## config.mk

```make
export PLATFORM = sky130hd
export DESIGN_NAME = output_deskew_collector
export DESIGN_NICKNAME = d
export VERILOG_FILES = /design/src/rtl/output_deskew_collector.sv
export SDC_FILE = /design/constraint.sdc
export NUM_CORES = 1
export LEC_CHECK = 0
export ABC_CLOCK_PERIOD_IN_PS = 3650
export BUFFER_PORTS_ARGS = -buffer_cell sky130_fd_sc_hd__buf_2
export CORE_ASPECT_RATIO = 1.25
export CORE_MARGIN = 10
export CORE_UTILIZATION = 55
export DETAILED_ROUTE_END_ITERATION = 8
export HOLD_SLACK_MARGIN = 0.06
export PLACE_DENSITY = 0.78
export REMOVE_ABC_BUFFERS = 1
export SLEW_MARGIN = 20
export SYNTH_ARGS = -nofsm -noshare
export SYNTH_HDL_FRONTEND = slang
export SYNTH_SLANG_ARGS = --single-unit
```

## constraint.sdc

```tcl
create_clock -name clk -period 3.65 [get_ports clk]
set_clock_uncertainty 0.2 [all_clocks]
set_input_delay 0.1825 -clock clk [delete_from_list [all_inputs] [get_ports clk]]
set_output_delay 0.1825 -clock clk [all_outputs]
set_load 0.02 [all_outputs]
```

## src/rtl/output_deskew_collector.sv

```systemverilog
// Output deskew collector: receive end of the systolic array.
// Result lanes leave the PE array staggered (lane i one cycle behind lane i-1).
// Each lane gets a reverse-triangle delay of (LANES-1-i) stages so every lane
// of a row lines up in the same cycle. Aligned rows are pushed into a small
// FIFO and presented on a valid/ready port toward the writeback bus.
//
// Handshake: out_valid is high whenever the FIFO holds at least one row.
// out_data is the head row and stays stable while out_valid is high and
// out_ready is low. A row is transferred on a rising edge where
// out_valid & out_ready. out_valid never depends combinationally on out_ready.

module output_deskew_collector #(
  parameter int LANES      = 4,
  parameter int DATA_WIDTH = 16,
  parameter int FIFO_DEPTH = 4
) (
  input  logic                          clk,
  input  logic                          rst_n,
  input  logic                          enable,
  input  logic                          clr,
  input  logic [LANES-1:0]              in_valid,
  input  logic [LANES*DATA_WIDTH-1:0]   in_data,
  output logic                          out_valid,
  input  logic                          out_ready,
  output logic [LANES*DATA_WIDTH-1:0]   out_data,
  output logic [$clog2(FIFO_DEPTH):0]   fifo_count,
  output logic [15:0]                   row_count,
  output logic                          overflow,
  output logic                          misalign
);

  localparam int PW = $clog2(FIFO_DEPTH);
  localparam int CW = PW + 1;
  localparam int RW = LANES * DATA_WIDTH;

  // Outputs of the per-lane delay lines, aligned to the last lane's timing.
  logic [LANES-1:0] dly_valid;
  logic [RW-1:0]    dly_data;

  // ---------------------------------------------------------------------------
  // Reverse-triangle delay lines. Lane i has LANES-1-i stages; the last lane
  // passes straight through because it already arrives latest.
  // ---------------------------------------------------------------------------
  for (genvar i = 0; i < LANES; i++) begin : g_lane
    localparam int NST = LANES - 1 - i;

    if (NST == 0) begin : g_pass
      assign dly_valid[i]                           = in_valid[i];
      assign dly_data[DATA_WIDTH*i +: DATA_WIDTH]   = in_data[DATA_WIDTH*i +: DATA_WIDTH];
    end else begin : g_dly
      logic [NST-1:0]        v_sr;
      logic [DATA_WIDTH-1:0] d_sr [NST];

      // Shift valid and data one stage per enabled cycle; freeze when enable=0.
      always_ff @(posedge clk or negedge rst_n) begin
        if (!rst_n) begin
          v_sr <= '0;
          for (int k = 0; k < NST; k++) d_sr[k] <= '0;
        end else if (clr) begin
          v_sr <= '0;
          for (int k = 0; k < NST; k++) d_sr[k] <= '0;
        end else if (enable) begin
          v_sr[0] <= in_valid[i];
          d_sr[0] <= in_data[DATA_WIDTH*i +: DATA_WIDTH];
          for (int k = 1; k < NST; k++) begin
            v_sr[k] <= v_sr[k-1];
            d_sr[k] <= d_sr[k-1];
          end
        end
      end

      assign dly_valid[i]                         = v_sr[NST-1];
      assign dly_data[DATA_WIDTH*i +: DATA_WIDTH] = d_sr[NST-1];
    end
  end

  // ---------------------------------------------------------------------------
  // Align check and FIFO control.
  // A complete row is only considered on enabled cycles; a mix of set and clear
  // lane valids means a row lost a lane somewhere upstream and is discarded.
  // ---------------------------------------------------------------------------
  logic          all_v;
  logic          any_v;
  logic          push_cand;
  logic          mis_evt;
  logic          full;
  logic          pop_ok;
  logic          push_ok;
  logic          drop;
  logic [PW-1:0] wr_ptr;
  logic [PW-1:0] rd_ptr;
  logic [RW-1:0] mem [FIFO_DEPTH];

  assign all_v     = &dly_valid;
  assign any_v     = |dly_valid;
  assign push_cand = enable & all_v;
  assign mis_evt   = enable & any_v & ~all_v;

  assign full      = (fifo_count == CW'(FIFO_DEPTH));
  assign out_valid = (fifo_count != '0);
  assign pop_ok    = out_valid & out_ready;
  // A pop in the same cycle frees the slot, so a full FIFO can still accept.
  assign push_ok   = push_cand & (~full | pop_ok);
  assign drop      = push_cand & full & ~pop_ok;

  // Head entry drives the output port; zero when nothing is buffered.
  assign out_data  = out_valid ? mem[rd_ptr] : '0;

  // Row storage; contents are only observed through out_valid-gated out_data.
  always_ff @(posedge clk) begin
    if (push_ok && !clr) mem[wr_ptr] <= dly_data;
  end

  // Pointers and occupancy; clr has priority over any push or pop.
  always_ff @(posedge clk or negedge rst_n) begin
    if (!rst_n) begin
      wr_ptr     <= '0;
      rd_ptr     <= '0;
      fifo_count <= '0;
    end else if (clr) begin
      wr_ptr     <= '0;
      rd_ptr     <= '0;
      fifo_count <= '0;
    end else begin
      if (push_ok) wr_ptr <= wr_ptr + PW'(1);
      if (pop_ok)  rd_ptr <= rd_ptr + PW'(1);
      case ({push_ok, pop_ok})
        2'b10:   fifo_count <= fifo_count + CW'(1);
        2'b01:   fifo_count <= fifo_count - CW'(1);
        default: fifo_count <= fifo_count;
      endcase
    end
  end

  // Accepted-row counter and sticky error flags.
  always_ff @(posedge clk or negedge rst_n) begin
    if (!rst_n) begin
      row_count <= '0;
      overflow  <= 1'b0;
      misalign  <= 1'b0;
    end else if (clr) begin
      row_count <= '0;
      overflow  <= 1'b0;
      misalign  <= 1'b0;
    end else begin
      if (push_ok) row_count <= row_count + 16'd1;
      if (drop)    overflow  <= 1'b1;
      if (mis_evt) misalign  <= 1'b1;
    end
  end

endmodule
```

Word level (Yosys, flattened, before mapping)

Memories as Yosys holds them, arrays and structs flattened.
Cells that the tools add are included.

Bits in registers: 127
RAM bits: 256
Word-level logic and storage cells: 73
Memories: 1

Add/sub/neg operators: 5
Equality and inequality tests: 3
Multiplexer cells: 27
Bitwise gates (word level): 11
Reduce and logical (&&, ||, !) cells: 11

Memories:

| memory | words | width | read ports | clocked after Yosys merged registers in | write ports | line | source |
|---|---|---|---|---|---|---|---|
| mem    | 4     | 64    | 1          | 0                                       | 1           | 92   | `logic [RW-1:0] mem [FIFO_DEPTH];` |

Operator list:

| operator                                         | number |
|---|---|
| two-way mux 48 bit                               | 2 |
| two-way mux 16 bit                               | 4 |
| two-way mux 32 bit                               | 2 |
| two-way mux 64 bit                               | 1 |
| adder 16 x 1 -> 16 bit, second input constant    | 1 |
| two-way mux 2 bit                                | 6 |
| nonzero test 2 bit                               | 5 |
| two-way mux 3 bit                                | 3 |
| two-way mux 1 bit                                | 8 |
| bitwise AND 1 bit                                | 7 |
| one-hot mux 3 bit (2 select lines)               | 1 |
| nonzero test 3 bit                               | 2 |
| adder 2 x 1 -> 2 bit, second input constant      | 2 |
| AND reduction 4 bit                              | 1 |
| OR reduction 4 bit                               | 1 |
| adder 3 x 1 -> 3 bit, second input constant      | 1 |
| == test 3 bit, second input constant             | 1 |
| NOT 1 bit                                        | 3 |
| subtractor 3 x 1 -> 3 bit, second input constant | 1 |
| == test 2 x 1 -> 1 bit, second input constant    | 1 |
| == test 2 bit, second input constant             | 1 |
| logical AND 1 bit                                | 1 |
| zero test 1 bit                                  | 1 |
| bitwise OR 1 bit                                 | 1 |

Logic depth before layout (Yosys ltp)

Word-level depth: 7
Gate-level depth with buffers: 9
Mapped depth without buffers: 7

Worst setup path before layout

No wires, ideal clock.

Kind: register to register
Start point: register fifo_count[2]
End point: memory mem[0][0] in the netlist's numbering (enable)
Library setup time: 0.429 ns
Data arrival time: 2.747 ns
Data required time: 3.021 ns
Path slack: 0.274 ns
Stages on the path, launching flop included: 6
Path buffers: 1
Cells stage by stage: dfrtp_1 -> clkbuf_2 -> or4b_2 -> nand3_1 -> nor2_1 -> and2_1

Word-level cells in the longest chain between the ends: 7

Ends and longest elaborated chain:

| element                                                    | line     | source |
|---|---|---|
| start: declaration                                         | 26       | `output logic [$clog2(FIFO_DEPTH):0] fifo_count,` |
| start signal: assignment                                   | 128      | `2'b10: fifo_count <= fifo_count + CW'(1);` |
| start signal: assignment                                   | 129      | `2'b01: fifo_count <= fifo_count - CW'(1);` |
| start signal: assignment                                   | 130      | `default: fifo_count <= fifo_count;` |
| nonzero test 3 bit / == test 3 bit (equally long branches) | 100, 99  |  |
| bitwise AND 1 bit / NOT 1 bit (equally long branches)      | 101, 103 |  |
| bitwise OR 1 bit *                                         | 103      | `assign push_ok = push_cand & (~full \| pop_ok);` |
| bitwise AND 1 bit *                                        | 103      |  |
| logical AND 1 bit *                                        | 111      | `if (push_ok && !clr) mem[wr_ptr] <= dly_data;` |
| two-way mux 1 bit *                                        | 111      |  |
| two-way mux 1 bit (implied by the code) *                  | 111      |  |
| end: declaration                                           | 92       |  |

Every way passes the cells marked *; elsewhere a longest branch is shown, timed or not.

Worst setup path in the final report

Start point: register rd_ptr[0]
End point: output port out_data[18]

Word-level cells in the longest chain between the ends: 2

Ends and longest elaborated chain:

| element                  | line | source |
|---|---|---|
| start: declaration       | 91   | `logic [PW-1:0] rd_ptr;` |
| start signal: assignment | 126  | `if (pop_ok) rd_ptr <= rd_ptr + PW'(1);` |
| memory read (4 x 64 bit) | n/a  |  |
| two-way mux 64 bit       | 107  | `assign out_data = out_valid ? mem[rd_ptr] : '0;` |
| end: declaration         | 25   | `output logic [LANES*DATA_WIDTH-1:0] out_data,` |

Every way passes these cells.

==> flow_metrics.env <==
export IMPL_critPathArrivalTime_ns=2.59
export IMPL_cp_depth=4
export IMPL_post_route_period_util=0.814
export IMPL_slew_headroom=0.288
export IMPL_ir_drop_uv=343
export IMPL_cts_made_buffers=36
export IMPL_path_cells="buf_4 > mux4_2 > and2_1 > buf_2"
export IMPL_required_ns=3.27
export IMPL_first_iter_violations=594
export IMPL_max_stage_delay_ns=0.74
export IMPL_synth_area_per_cell_sq_um=17.0
export IMPL_drt_wirelength_per_cell_um=20.3
export IMPL_vias=8403
export IMPL_grtUsageMet1=0.213
export IMPL_layout_setup_ws_ns=0.677
export IMPL_die_h_um=205
export IMPL_drv_slew=0
export IMPL_path_class="flip-flop to output pin"
export IMPL_multi_input_area_sq_um=4030
export IMPL_drive_gt1_frac=0.253
export IMPL_cp_slowest_cell="dfrtp_4"
export IMPL_grt_max_degree=102
export IMPL_grt_pass1_wl_um=50100
export IMPL_syn_inst=890
export IMPL_ys_warn_count=0
export IMPL_io_buffer_count=158
export IMPL_hold_slack_ns=0.131
export IMPL_cts_max_level=2
export IMPL_synth_top_area_share=0.509
export IMPL_use_met3=0.0416
export IMPL_clockBufferDepth=3
export IMPL_top_usage_layer="met2"
export IMPL_r2r_slack_ns=0.88
export IMPL_core_area_sq_um=27000
export IMPL_post_cts_setup_buffers=0
export IMPL_groute_layer_met2_usage=0.323
export IMPL_routed_wl_um=30800
export IMPL_rr_worst_depth=4
export IMPL_floorplan_initialDensity=0.560
export IMPL_power_leakage_nw=7.59
export IMPL_fin_nets=1220
export IMPL_status="finished clean"
export IMPL_worstMarginPinSlew_ns=1.07
export IMPL_clock_sinks=383
export IMPL_post_route_util=0.686
export IMPL_placedCellCount=1349
export IMPL_antenna_found_initial=3
export IMPL_finalWorstPathRequiredPeriod_ns=2.97
export IMPL_crit_buf_inv=2
export IMPL_area_growth_syn_to_layout_pct=22.5
export IMPL_finalPower_mw=9.05
export IMPL_setup_viol=0
export IMPL_power_density_nw_per_um2=489
export IMPL_cp_start_kind="flip-flop"
export IMPL_cp_top_family="flip-flops"
export IMPL_overflow=0
export IMPL_fin_cells=1515
export IMPL_placed_area_sq_um=16200
export IMPL_place_ws_ns=0.888
export IMPL_rsz0062_at_grt="no"
export IMPL_setup_tns_ns=0
export IMPL_tritoncts="done"
export IMPL_netlist_top_cells_area="edfxtp_1 51%, dfrtp_1 21%, mux4_2 9.5%"
export IMPL_drt_vias_per_instance=5.55
export IMPL_fillers=1748
export IMPL_seq_area_frac_synth=0.719
export IMPL_clk_latency_ns=0.51
export IMPL_grt_pass1_vias=9247
export IMPL_gp_congestion=0.778
export IMPL_syn_area_sq_um=15100
export IMPL_fmax_ghz=0.336
export IMPL_grt_total_usage=0.180
export IMPL_r2r_start="fifo_count[1]$_DFFE_PN0P_"
export IMPL_max_cap_violations=0
export IMPL_synth_top_cell_by_area="edfxtp_1"
export IMPL_ys_ff_latch=383
export IMPL_final_hold_viol_count=0
export IMPL_dp_hpwl_um=17400
export IMPL_cp_endpoint="out_data[18]"
export IMPL_die_area_sq_um=34600
export IMPL_rows=67
export IMPL_min_path_type="primary input to asynchronous set/reset pin"
export IMPL_synth_cell_types=36
export IMPL_rr_endpoint="mem[2][8]$_DFFE_PP_"
export IMPL_io_pins=159
export IMPL_fin_area_sq_um=18500
export IMPL_critPathCaptureType="output pin"
export IMPL_cp_startpoint="rd_ptr[0]$_DFFE_PN0P_"
export IMPL_clk_pin_slew_ns=0.06
export IMPL_path_max_fanout=23
export IMPL_drc=0
export IMPL_first_pass_iters=5
export IMPL_ant_nets=0
export IMPL_die_width_um=168
export IMPL_clockRootBuffer="clkbuf_16"
export IMPL_area_sequential_sq_um=10900
==> final cells by class <==
class / instances / area share
inverter: 6 / 0.00122
clock inverter: 19 / 0.0166
multi-input combinational: 449 / 0.218
sequential: 383 / 0.587
timing repair buffer: 265 / 0.101
tap: 345 / 0.0233
clock buffer: 46 / 0.0528
antenna: 2 / 0.000270
==> kinds of logic after synthesis <==
family / synth area share
multiplexers: 0.164
AO/OA/AOI/OAI: 0.0129
buffers and inverters: 0.0153
flip-flops: 0.719
adder cells (fa/ha/maj): 0.00546
XOR/XNOR: 0.00579
AND/OR/NAND/NOR: 0.0781
==> state kept, by name, summed over array words and instances, names as in the netlist, 2 cells and up <==
signal	count
g_lane.g_dly.d_sr	64
dly_data	32
rd_ptr	2
mem	256
fifo_count	3
g_lane.g_dly.v_sr	6
row_count	16
wr_ptr	2
==> placed cells by master, fill, tap and decap left out, drive strengths merged, types with 8 or more instances in the layout <==
master	Yosys	layout
a21oi	13	13
mux4	64	64
and2	68	68
clkinv	0	10
nor2	117	117
clkbuf	38	46
dfrtp	127	127
mux2i	103	103
or3	8	8
buf	14	166
o21ai	9	9
bufinv	0	8
nand3	13	13
dlygate4sd3	0	99
edfxtp	256	256
==> repair_timing <==
action                                 in CTS  in global routing
hold buffers                               99                  0
endpoints found under the hold margin     255                  0
resized for setup                           0                  0
==> per-layer routing <==
metal	up-vias	routed length, um
li1	3847	-
met1	4266	11800
met2	234	16500
met3	54	1820
met4	2	633
met5	-	13
==> worst min path at each step <==
stage,cells after the start,slack (ns),startpoint,endpoint
5_1_grt,2,0.23,rst_n,g_lane[0].g_dly.d_sr[34]$_DFFE_PN0P_
2_1_floorplan,0,-0.31,rst_n,dly_data[0]$_DFFE_PN0P_
4_1_cts,2,0.19,rst_n,g_lane[0].g_dly.d_sr[34]$_DFFE_PN0P_
6_report,2,0.13,rst_n,dly_data[2]$_DFFE_PN0P_
3_3_place_gp,1,0.15,rst_n,g_lane[0].g_dly.d_sr[38]$_DFFE_PN0P_
3_5_place_dp,1,0.16,rst_n,g_lane[0].g_dly.d_sr[34]$_DFFE_PN0P_
==> cells in the mapped netlist (all sizes together) <==
cell type and count:
edfxtp 256, dfrtp 127, nor2 117, mux2i 103, and2 68, mux4 64
clkbuf 38, buf 14, a21oi 13, nand3 13, o21ai 9, or3 8
nand2 7, inv 6, nand4 6, xnor2 6, ha 5, or4 5
xor2 4, and4 3, nor4 3, a31oi 2, o211ai 2, o31ai 2
a2111o 1, a211oi 1, a21boi 1, a21o 1, a221oi 1, fa 1
nor3 1, nor4b 1, or4b 1
==> where the power goes <==
group | internal (mW) | switching (mW) | total [mW]
registers | 4.68 | 0.0431 | 4.72
clock network | 2.47 | 1.54 | 4.01
logic | 0.162 | 0.157 | 0.320
(Power assumes the default switching activity.)
